File: config.mk
export PLATFORM = sky130hd
export DESIGN_NAME = vga_rgb_pipe
export DESIGN_NICKNAME = d
export VERILOG_FILES = /design/src/rtl/vga_rgb_pipe.sv
export SDC_FILE = /design/constraint.sdc
export NUM_CORES = 1
export LEC_CHECK = 0
export BUFFER_PORTS_ARGS = -buffer_cell sky130_fd_sc_hd__buf_2
export CORE_UTILIZATION = 45
export CTS_CLUSTER_DIAMETER = 40
export DETAILED_ROUTE_END_ITERATION = 10
export GPL_TIMING_DRIVEN = 0
export HOLD_SLACK_MARGIN = 0.02
export PLACE_DENSITY_LB_ADDON = 0.08
export RECOVER_POWER = 50
export SKIP_CTS_REPAIR_TIMING = 1
export SLEW_MARGIN = 25
export SYNTH_ARGS = -nofsm -noshare
export SYNTH_HDL_FRONTEND = slang
export SYNTH_SLANG_ARGS = --single-unit
File: constraint.sdc
create_clock -name clk -period 2 [get_ports clk]
set_input_delay 0.2 -clock clk [delete_from_list [all_inputs] [get_ports clk]]
set_output_delay 0.2 -clock clk [all_outputs]
set_load 0.01 [all_outputs]
File: src/rtl/vga_rgb_pipe.sv
// Pipelined VGA pixel colour generator: writable palette, test patterns,
// frame-synchronous blink and hardware blanking with a fixed 2-pixel latency.
module vga_rgb_pipe #(
    parameter int RGB_W        = 8,
    parameter int IDX_W        = 2,
    parameter int H_ACTIVE     = 640,
    parameter int V_ACTIVE     = 480,
    parameter int BLINK_FRAMES = 30
) (
    input  logic             clk,
    input  logic             rst,
    input  logic             pxl_en,
    input  logic             video_on,
    input  logic [9:0]       Hcount,
    input  logic [9:0]       Vcount,
    input  logic [IDX_W-1:0] pxl_idx,
    input  logic [1:0]       mode,
    input  logic             blink_en,
    input  logic             pal_we,
    input  logic [IDX_W-1:0] pal_addr,
    input  logic [RGB_W-1:0] pal_wdata,
    output logic [RGB_W-1:0] rgb,
    output logic             rgb_valid,
    output logic             blink_phase
);

    localparam int PAL_N = 1 << IDX_W;
    localparam int FC_W  = $clog2(BLINK_FRAMES + 1);

    localparam logic [9:0]      H_LIM   = 10'(H_ACTIVE);
    localparam logic [9:0]      V_LIM   = 10'(V_ACTIVE);
    localparam logic [FC_W-1:0] FC_LAST = FC_W'(BLINK_FRAMES - 1);

    typedef enum logic [1:0] {
        MODE_PAL  = 2'b00,
        MODE_BARS = 2'b01,
        MODE_GRID = 2'b10,
        MODE_INV  = 2'b11
    } mode_t;

    logic [RGB_W-1:0] pal [PAL_N];

    logic [FC_W-1:0]  frame_cnt;
    logic             frame_start;

    // Stage-1 state; active_s1 is the inverse of the blank flag so that the
    // all-zero reset value reads as "blank" and the first output stays invalid.
    logic             active_s1;
    mode_t            mode_s1;
    logic [IDX_W-1:0] sel_s1;
    logic             grid_s1;

    logic             blank_d;
    logic [IDX_W-1:0] sel_bar;
    logic [IDX_W-1:0] sel_d;
    logic             grid_d;
    logic [RGB_W-1:0] rgb_d;

    // Palette: written on any clk, independent of the pixel enable.
    // NOTE: the palette is a handful of flops, so it is reset to its defaults
    // with the rest of the state; a RAM-based palette could not be.
    always_ff @(posedge clk or posedge rst) begin
        if (rst) begin
            for (int i = 0; i < PAL_N; i++) begin
                pal[i] <= (i == 0) ? '0 : '1;
            end
        end else if (pal_we) begin
            pal[pal_addr] <= pal_wdata;
        end
    end

    // 128-pixel colour bars: Hcount[9:7] fitted to the palette index width.
    generate
        if (IDX_W >= 3) begin : g_bar_ext
            assign sel_bar = IDX_W'(Hcount[9:7]);
        end else begin : g_bar_trunc
            assign sel_bar = Hcount[7 +: IDX_W];
        end
    endgenerate

    // NOTE: every output of a combinational block gets a default first so
    // that no path leaves it unassigned and a latch is inferred.
    always_comb begin
        blank_d = ~video_on | (Hcount >= H_LIM) | (Vcount >= V_LIM);
        grid_d  = (Hcount[4:0] == 5'd0) || (Vcount[4:0] == 5'd0);
        sel_d   = pxl_idx;
        case (mode_t'(mode))
            MODE_BARS: sel_d = sel_bar;
            MODE_GRID: sel_d = '0;
            default: begin
                if (blink_en && blink_phase) begin
                    sel_d = '0;
                end
            end
        endcase
    end

    // NOTE: sequential state uses non-blocking assignments so every register
    // samples the pre-edge values, independent of statement order.
    always_ff @(posedge clk or posedge rst) begin
        if (rst) begin
            active_s1 <= 1'b0;
            mode_s1   <= MODE_PAL;
            sel_s1    <= '0;
            grid_s1   <= 1'b0;
        end else if (pxl_en) begin
            active_s1 <= ~blank_d;
            mode_s1   <= mode_t'(mode);
            sel_s1    <= sel_d;
            grid_s1   <= grid_d;
        end
    end

    always_comb begin
        rgb_d = '0;
        if (active_s1) begin
            case (mode_s1)
                MODE_PAL,
                MODE_BARS: rgb_d = pal[sel_s1];
                MODE_GRID: rgb_d = grid_s1 ? '1 : '0;
                MODE_INV:  rgb_d = ~pal[sel_s1];
                default:   rgb_d = '0;
            endcase
        end
    end

    // Palette read and write share an edge, so a same-cycle write is seen
    // only by the next capture.
    always_ff @(posedge clk or posedge rst) begin
        if (rst) begin
            rgb       <= '0;
            rgb_valid <= 1'b0;
        end else if (pxl_en) begin
            rgb       <= rgb_d;
            rgb_valid <= active_s1;
        end
    end

    assign frame_start = pxl_en && (Hcount == 10'd0) && (Vcount == 10'd0);

    // The (0,0) pixel is captured on the same edge, so it sees the old phase.
    always_ff @(posedge clk or posedge rst) begin
        if (rst) begin
            frame_cnt   <= '0;
            blink_phase <= 1'b0;
        end else if (frame_start) begin
            if (frame_cnt == FC_LAST) begin
                frame_cnt   <= '0;
                blink_phase <= ~blink_phase;
            end else begin
                frame_cnt <= frame_cnt + 1'b1;
            end
        end
    end

endmodule

Word-level counts from Yosys, hierarchy flattened --
Index checks and enable logic that the tools add are counted. Widths: inputs -> output; s select.
Cells by class: $add $sub $neg 1, $lt $le $gt $ge 5, eq/ne operators 6, mux-type cells 12, bitwise operators 8, reduce and logical (&&, ||, !) cells 12
Operators by type and width (number):
- $mux 8 | 5
- $bwmux 32 | 1
- $pmux 8 s3 | 1
- $logic_not 10->1 | 2
- $bmux 8 s2 | 1
- $demux 8 s2 | 1
- $ge 10x10->1 const B | 1
- $ge 10x9->1 const B | 1
- $logic_not 5->1 | 2
- $not 8->8 | 1
- $eq 2x2->1 const B | 3
- $ge 3x3->1 const B | 2
- $not 2->3 | 2
- $add 5x1->5 const B | 1
- $eq 5x5->1 const B | 1
- $mux 5 | 1
- $eq 2x1->1 const B | 2
- $logic_and 1x1->1 | 4
- $pmux 2 s2 | 1
- $lt 3x1->1 const B | 1
- $not 1->1 | 3
- $logic_not 2->1 | 1
- $mux 2 | 1
- $or 1x1->1 | 2
- other kinds (3) | 3
Storage, ports and cells: bits in registers 53, bits of input ports 40, output and inout bits 10

Longest topological paths before layout --
Gate-level depths: netlist of run 1.
word-level depth 7, depth in mapped cells 6, gate-level depth less buffers 6

Worst setup path before layout of run 1 --
OpenSTA, ideal clock, no wires.
path type input to register, start in Hcount[0], end reg frame_cnt[1], library setup time 0.125 ns, arrival 1.959 ns, data required time 1.875 ns, setup slack -0.084 ns, cell stages on the path 6, buffers on the path 2, path through or4_1 or4_1 buf_2 or2_1 buf_6 mux2_4
On the way: longest elaborated chain between the ends 3
RTL lines:
- start: declaration | RTL line 14 | input logic [9:0] Hcount,
- $logic_not 10->1 | RTL line 139 | assign frame_start = pxl_en && (Hcount == 10'd0) && (Vcount == 10'd0);
- $logic_and 1x1->1 (2 in series) | RTL line 139
- end signal: assignment | RTL line 151 | frame_cnt <= frame_cnt + 1'b1;
- end: declaration | RTL line 43 | logic [FC_W-1:0] frame_cnt;
No other way between the ends. A chain may end at the register's enable or synchronous reset.

Worst setup path after layout of run 1 --
Same ends and word-level chain as after synthesis.

==> flow_summary.toml, run 1 <==
[yosys]
yosys_warnings = 0
synth_edf_count = 0
synth_xor_xnor_area_share = 0.00349
synthMuxAreaShare = 0.230
synth_adder_area_share = 0.0149
avgSynthCellArea_um2 = 13.0
synth_top_family_by_area = "multiplexers"
synth.area.top_cells = "dfrtp_1 (29%), dfstp_2 (25%), mux2_2 (15%), mux4_2 (7.2%), o22ai_1 (4.0%)"
syn_area_um2 = 2510
synth_cell_types = 32
yosys.area_share.simple = 0.0901
ys_ff_latch = 53
synth_top_cell_area_share = 0.289
syn_nets = 237
synth_ff_type = "dfrtp_1"
yosys.area.top_type = "dfrtp_1"
async_reset_ff_frac = 1.00
synthCells = 194
ys_seq_area_frac = 0.540
synth_compound_area_frac = 0.0867

[finish]
fin_nets = 292
seq_area_um2 = 1360
final_cell_mix = "buf_2 (49), mux2_2 (34), dfrtp_1 (28)"
multiInputGateArea_um2 = 1080
drive_gt1_frac = 0.514
n_antenna_cell = 0
fillerInstances = 457
final_common_cell = "buf_2"
area_growth_pct = 16.9

[power]
power.density_nw_per_um2 = 823
p_leak_nw = 1.26
worst_ir_drop_vdd_mv = 0.536

[floorplan]
io_pins = 50
die_h_um = 76.7
fp.dieW_um = 76.7
fp.coreArea_um2 = 5240
dieArea_um2 = 5890
rows = 26
start_util = 0.480

[timing]
layout_worst_path_cycle_share = 0.953
rsz0062_at_grt = "no"
fin_hold_ws_ps = 138
fin_crit_ps = 1910
slew_viol_final = 0
fin_skew_ps = 4.81
setup_viol = 0
relSlewSlack = 0.293
setup_tns_ps = 0
worstMarginPinSlew_ps = 1060
finalHoldViolCount = 0
fmax_mhz = 525

[global_route]
grt_max_degree = 54
grt_antenna_before_repair = 0
grt_pass1_vias = 1657
grt_overflow = 0
grt_pass1_wl_um = 7720
track_usage = 0.170

[min_path]
min_from = "video_on"
hold_class = "input port to flip-flop"

[critical_path]
cp-startpoint = "Hcount[0]"
cp.arrival_ps = 2100
crit_chain = "buf_2 -> or4_4 -> or4_1 -> buf_2 -> or2_1 -> buf_6 -> mux2_4"
cp_slowest_cell = "or4_4"
cp.buffers_inverters = 3
end_kind = "flip-flop"
cp_common_cell = "buf_2"
worstPathRequired_ps = 2190
cp_slowest_stage_delay_ps = 520
worst_setup_path_start_kind = "input port"
r2r-start = "sel_s1[1]$_DFFE_PP0P_"
worstPathMaxFanout = 6
critPathKind = "input port to flip-flop"
crit_family = "simple AND/OR/NAND/NOR gates"

[detailed_routing]
routed_wl_um = 4670
via_per_inst = 5.24
dr.pass1.iters = 3
drc = 0
wl_per_cell_um = 14.6
vias = 1671
drt-initial-drc-count = 56
antenna_left = 0

[outcome]
status = "finished clean"

[clock_tree]
cts.sinks = 53
cts_max_level = 2
root_buffer = "clkbuf_8"
clockBufferDepth = 2
cts_buffers = 5
clkLatencyLatePin_ps = 300
cts_tree = "yes"
path_clk_slew_ps = 90

[job]
maxCapViolations = 0

[placement]
hpwl_um = 3270
gp_routability_congestion = 0.720
io_buffers = 49
through the flow:
stage | power (mW) | utilization | std cells | cell area (µm²) | setup WS, ps
after floorplan | 1.70 | - | 194 | 2520 | -52.9
after global placement | 1.83 | 0.544 | 313 | 2850 | -239
after detailed placement | 1.85 | 0.545 | 313 | 2860 | -209
after CTS | 2.45 | 0.562 | 320 | 2940 | -40.4
after global routing | 2.55 | 0.561 | 319 | 2940 | 55.2
final | 2.42 | 0.561 | 319 | 2940 | 94.8
synth_stat cells, types with 2 or more instances:
cell type  instances
a21oi_1            2
a22oi_1            2
clkbuf_1           5
dfrtp_1           29
dfstp_2           24
ha_1               3
inv_1             14
mux2_2            34
mux4_2             8
nand3_1            3
nand3b_1           2
nand4_1            3
nor2_1             7
nor2b_1           11
nor3b_1            2
o21ai_0            7
o22ai_1           16
o31ai_1            6
or4_1              3
final cells by class:
class                   count  area share
well taps                  70      0.0298
plain buffers               6      0.0107
flip-flops and latches     53       0.462
multi-input cells         120       0.367
inverters                  14      0.0179
repair buffers             49      0.0831
clock buffers               7      0.0294
power breakdown:
group / switching, mW / leakage, nW / internal (mW)
Sequential: 0.0776 / 0.627 / 1.28
Combinational: 0.192 / 0.585 / 0.266
Clock: 0.321 / 0.0443 / 0.275
worst paths after layout:
| check | endpoint | slack [ps] | depth (start not counted) |
|---|---|---|---|
| min in group asynchronous | frame_cnt[0]$_DFFE_PP0P_ | 150 | 2 |
| hold reg to reg | frame_cnt[4]$_DFFE_PP0P_ | 490 | 1 |
| hold / removal | active_s1$_DFFE_PP0P_ | 140 | 3 |
| setup reg to reg | rgb[2]$_DFFE_PP0P_ | 350 | 5 |
| max in group asynchronous | sel_s1[0]$_DFFE_PP0P_ | 1130 | 2 |
| setup / recovery | frame_cnt[1]$_DFFE_PP0P_ | 90 | 7 |
routing by layer:
layer,vias up,global-route usage,part of all wire
met5,-,0,0
met4,0,0.0577,0.013
met3,8,0.0393,0.031
met2,29,0.268,0.45
met1,807,0.230,0.50
li1,827,-,-
registers in the layout, indices dropped and copies added (netlist names):
register     count
blink_phase      1
pal             32
grid_s1          1
rgb              8
rgb_valid        1
mode_s1          2
sel_s1           2
frame_cnt        5
active_s1        1
tightest hold or removal path, stage by stage:
cell	delay, ps
buf_2	70
nand4_1	60
o21ai_0	70
cell families after synthesis:
logic type / count (synthesis)
xor gates and xnor gates: 1
and+or+nand+nor: 38
muxes: 43
AOI/OAI and AO/OA: 35
adders and majority gates: 3
DFF: 53
buffers and inverters: 21
Power figures use the tool's default switching activity.
==> run 2, diff against run 1 <==
--- a/config.mk
+++ b/config.mk
@@ -6,7 +6,7 @@
 export NUM_CORES = 1
 export LEC_CHECK = 0
 export BUFFER_PORTS_ARGS = -buffer_cell sky130_fd_sc_hd__buf_2
-export CORE_UTILIZATION = 45
+export CORE_UTILIZATION = 50
 export CTS_CLUSTER_DIAMETER = 40
 export DETAILED_ROUTE_END_ITERATION = 10
 export GPL_TIMING_DRIVEN = 0
==> run 2 against run 1 <==
Net effect: register-to-register slack got worse by 100 ps; worst hold slack improved by 0.75 ps; largest power group unchanged; cell count decreased by 0.31%; die area decreased by 9.7%; count of clock-buffer cells in the layout unchanged; total power decreased by 0.37%; combinational power about the same; critical path type unchanged; fmax decreased by 0.24%; clock skew increased by 4.1 ps; largest cell class unchanged; worst setup slack got worse by 4.5 ps; non-clock buffer count increased by 1; final area decreased by 0.13%.
==> flow_summary.toml, run 2 (synthesized netlist as in run 1, its figures left out) <==
[outcome]
status = "finished clean"

[clock_tree]
cts.sinks = 53
cts_max_level = 2
root_buffer = "clkbuf_8"
path_clk_slew_ps = 90
cts_tree = "yes"
cts_buffers = 5
clkLatencyLatePin_ps = 310
clockBufferDepth = 2

[global_route]
track_usage = 0.198
grt_pass1_wl_um = 7830
grt_pass1_vias = 1658
grt_max_degree = 54
grt_overflow = 0
grt_antenna_before_repair = 0

[floorplan]
start_util = 0.525
io_pins = 50
die_h_um = 72.9
rows = 25
dieArea_um2 = 5310
fp.dieW_um = 72.9
fp.coreArea_um2 = 4790

[finish]
reg_top3 = "pal (32), rgb (8), frame_cnt (5)"
largest_register_ffs = 32
area_growth_pct = 16.7
final_cell_mix = "buf_2 (49), mux2_2 (34), dfrtp_1 (29)"
final_cells = 318
fin_nets = 293
final_common_cell = "buf_2"
final_util = 0.613
n_antenna_cell = 0
fin_area_um2 = 2930
largest-register = "pal"
drive_gt1_frac = 0.502

[power]
p_leak_nw = 1.26
cell_internal_pwr_mw = 1.80
power_mw = 2.41
worst_ir_drop_vdd_mv = 0.484
swShare = 0.254
power.density_nw_per_um2 = 821
p_seq_frac = 0.567
netSwitchingPower_mw = 0.610
power_frac_comb = 0.191
power_frac_clock = 0.242

[critical_path]
worstPathRequired_ps = 2190
worst_setup_path_start_kind = "input port"
r2r_slack_ps = 250
end_kind = "flip-flop"
worstPathMaxFanout = 6
cp.arrival_ps = 2100
critPathKind = "input port to flip-flop"

[placement]
dp_cells = 310
io_buffers = 49
post_dp_cell_area_um2 = 2850
gp_routability_congestion = 0.729
hpwl_um = 3290

[timing]
layout_worst_path_cycle_share = 0.955
relSlewSlack = 0.300
setup_viol = 0
slew_viol_final = 0
worstMarginPinSlew_ps = 1050
fin_skew_ps = 8.93
rsz0062_at_grt = "no"
fin_crit_ps = 1910
fmax_mhz = 524
setup_tns_ps = 0
finalHoldViolCount = 0

[detailed_routing]
drc = 0
dr.pass1.iters = 4
routed_wl_um = 4620
antenna_left = 0
via_per_inst = 5.19
vias = 1650
wl_per_cell_um = 14.5
drt-initial-drc-count = 89

[job]
maxCapViolations = 0

[min_path]
hold_class = "input port to flip-flop"
==> run 2: cell types whose count changed in the layout (fill, tap and decap cells not counted) <==
cell,delta
or4_1,+1
clkbuf_8,-1
clkbuf_1,+1
dlygate4sd3_1,+1
clkinv_2,+1
or4_4,-1
dfrtp_2,-1
dfrtp_1,+1
==> run 2: area by class of cell <==
class	instances	area, µm²
fill	424	1850
sequential	53	1360
multi-input combinational	120	1070
timing repair buffer	50	254
tap	67	83.8
clock buffer	7	76.3
inverter	14	52.6
buffer	6	31.3
clock inverter	1	5.00
==> run 2: layer usage <==
layer | GRT usage | wire [µm] | vias to the layer above | part of all wire
met5 | 0 | 0 | - | 0
met4 | 0.0588 | 43 | 0 | 0.0093
met3 | 0.0456 | 142 | 4 | 0.031
met2 | 0.312 | 2210 | 28 | 0.48
met1 | 0.275 | 2230 | 799 | 0.48
li1 | - | - | 819 | -
==> run 2: power by group through the flow <==
stage | logic (mW) | registers [mW] | clock network (mW)
global placement | 0.467 | 1.37 | 0
floorplan | 0.347 | 1.36 | 0
CTS | 0.478 | 1.35 | 0.601
detailed placement | 0.478 | 1.37 | 0
global route | 0.507 | 1.39 | 0.640
finish | 0.459 | 1.37 | 0.582
==> run 2: final timing paths <==
| check | startpoint | to | depth (start not counted) |
|---|---|---|---|
| max reg2reg | sel_s1[0]$_DFFE_PP0P_ | rgb[1]$_DFFE_PP0P_ | 4 |
| min in group asynchronous | rst | frame_cnt[3]$_DFFE_PP0P_ | 3 |
| min | mode[1] | mode_s1[1]$_DFFE_PP0P_ | 2 |
| max in group asynchronous | rst | pal[31]$_DFFE_PP0P_ | 3 |
| min reg2reg | frame_cnt[4]$_DFFE_PP0P_ | frame_cnt[4]$_DFFE_PP0P_ | 1 |
| max | Hcount[0] | frame_cnt[1]$_DFFE_PP0P_ | 7 |
==> run 2: critical path, cell delays in order <==
cell and delay [ps]:
buf_2 90, or4_1 520, or4_1 480, buf_2 170
or2_1 220, buf_6 130, mux2_4 290
==> run 2: stage by stage <==
stage | setup slack (ps) | hold WS (ps)
3_3_place_gp | -226 | 450
6_report | 90.3 | 139
2_1_floorplan | -52.9 | 351
5_1_grt | 41.1 | 139
4_1_cts | -6.48 | -2.69
3_5_place_dp | -204 | 333
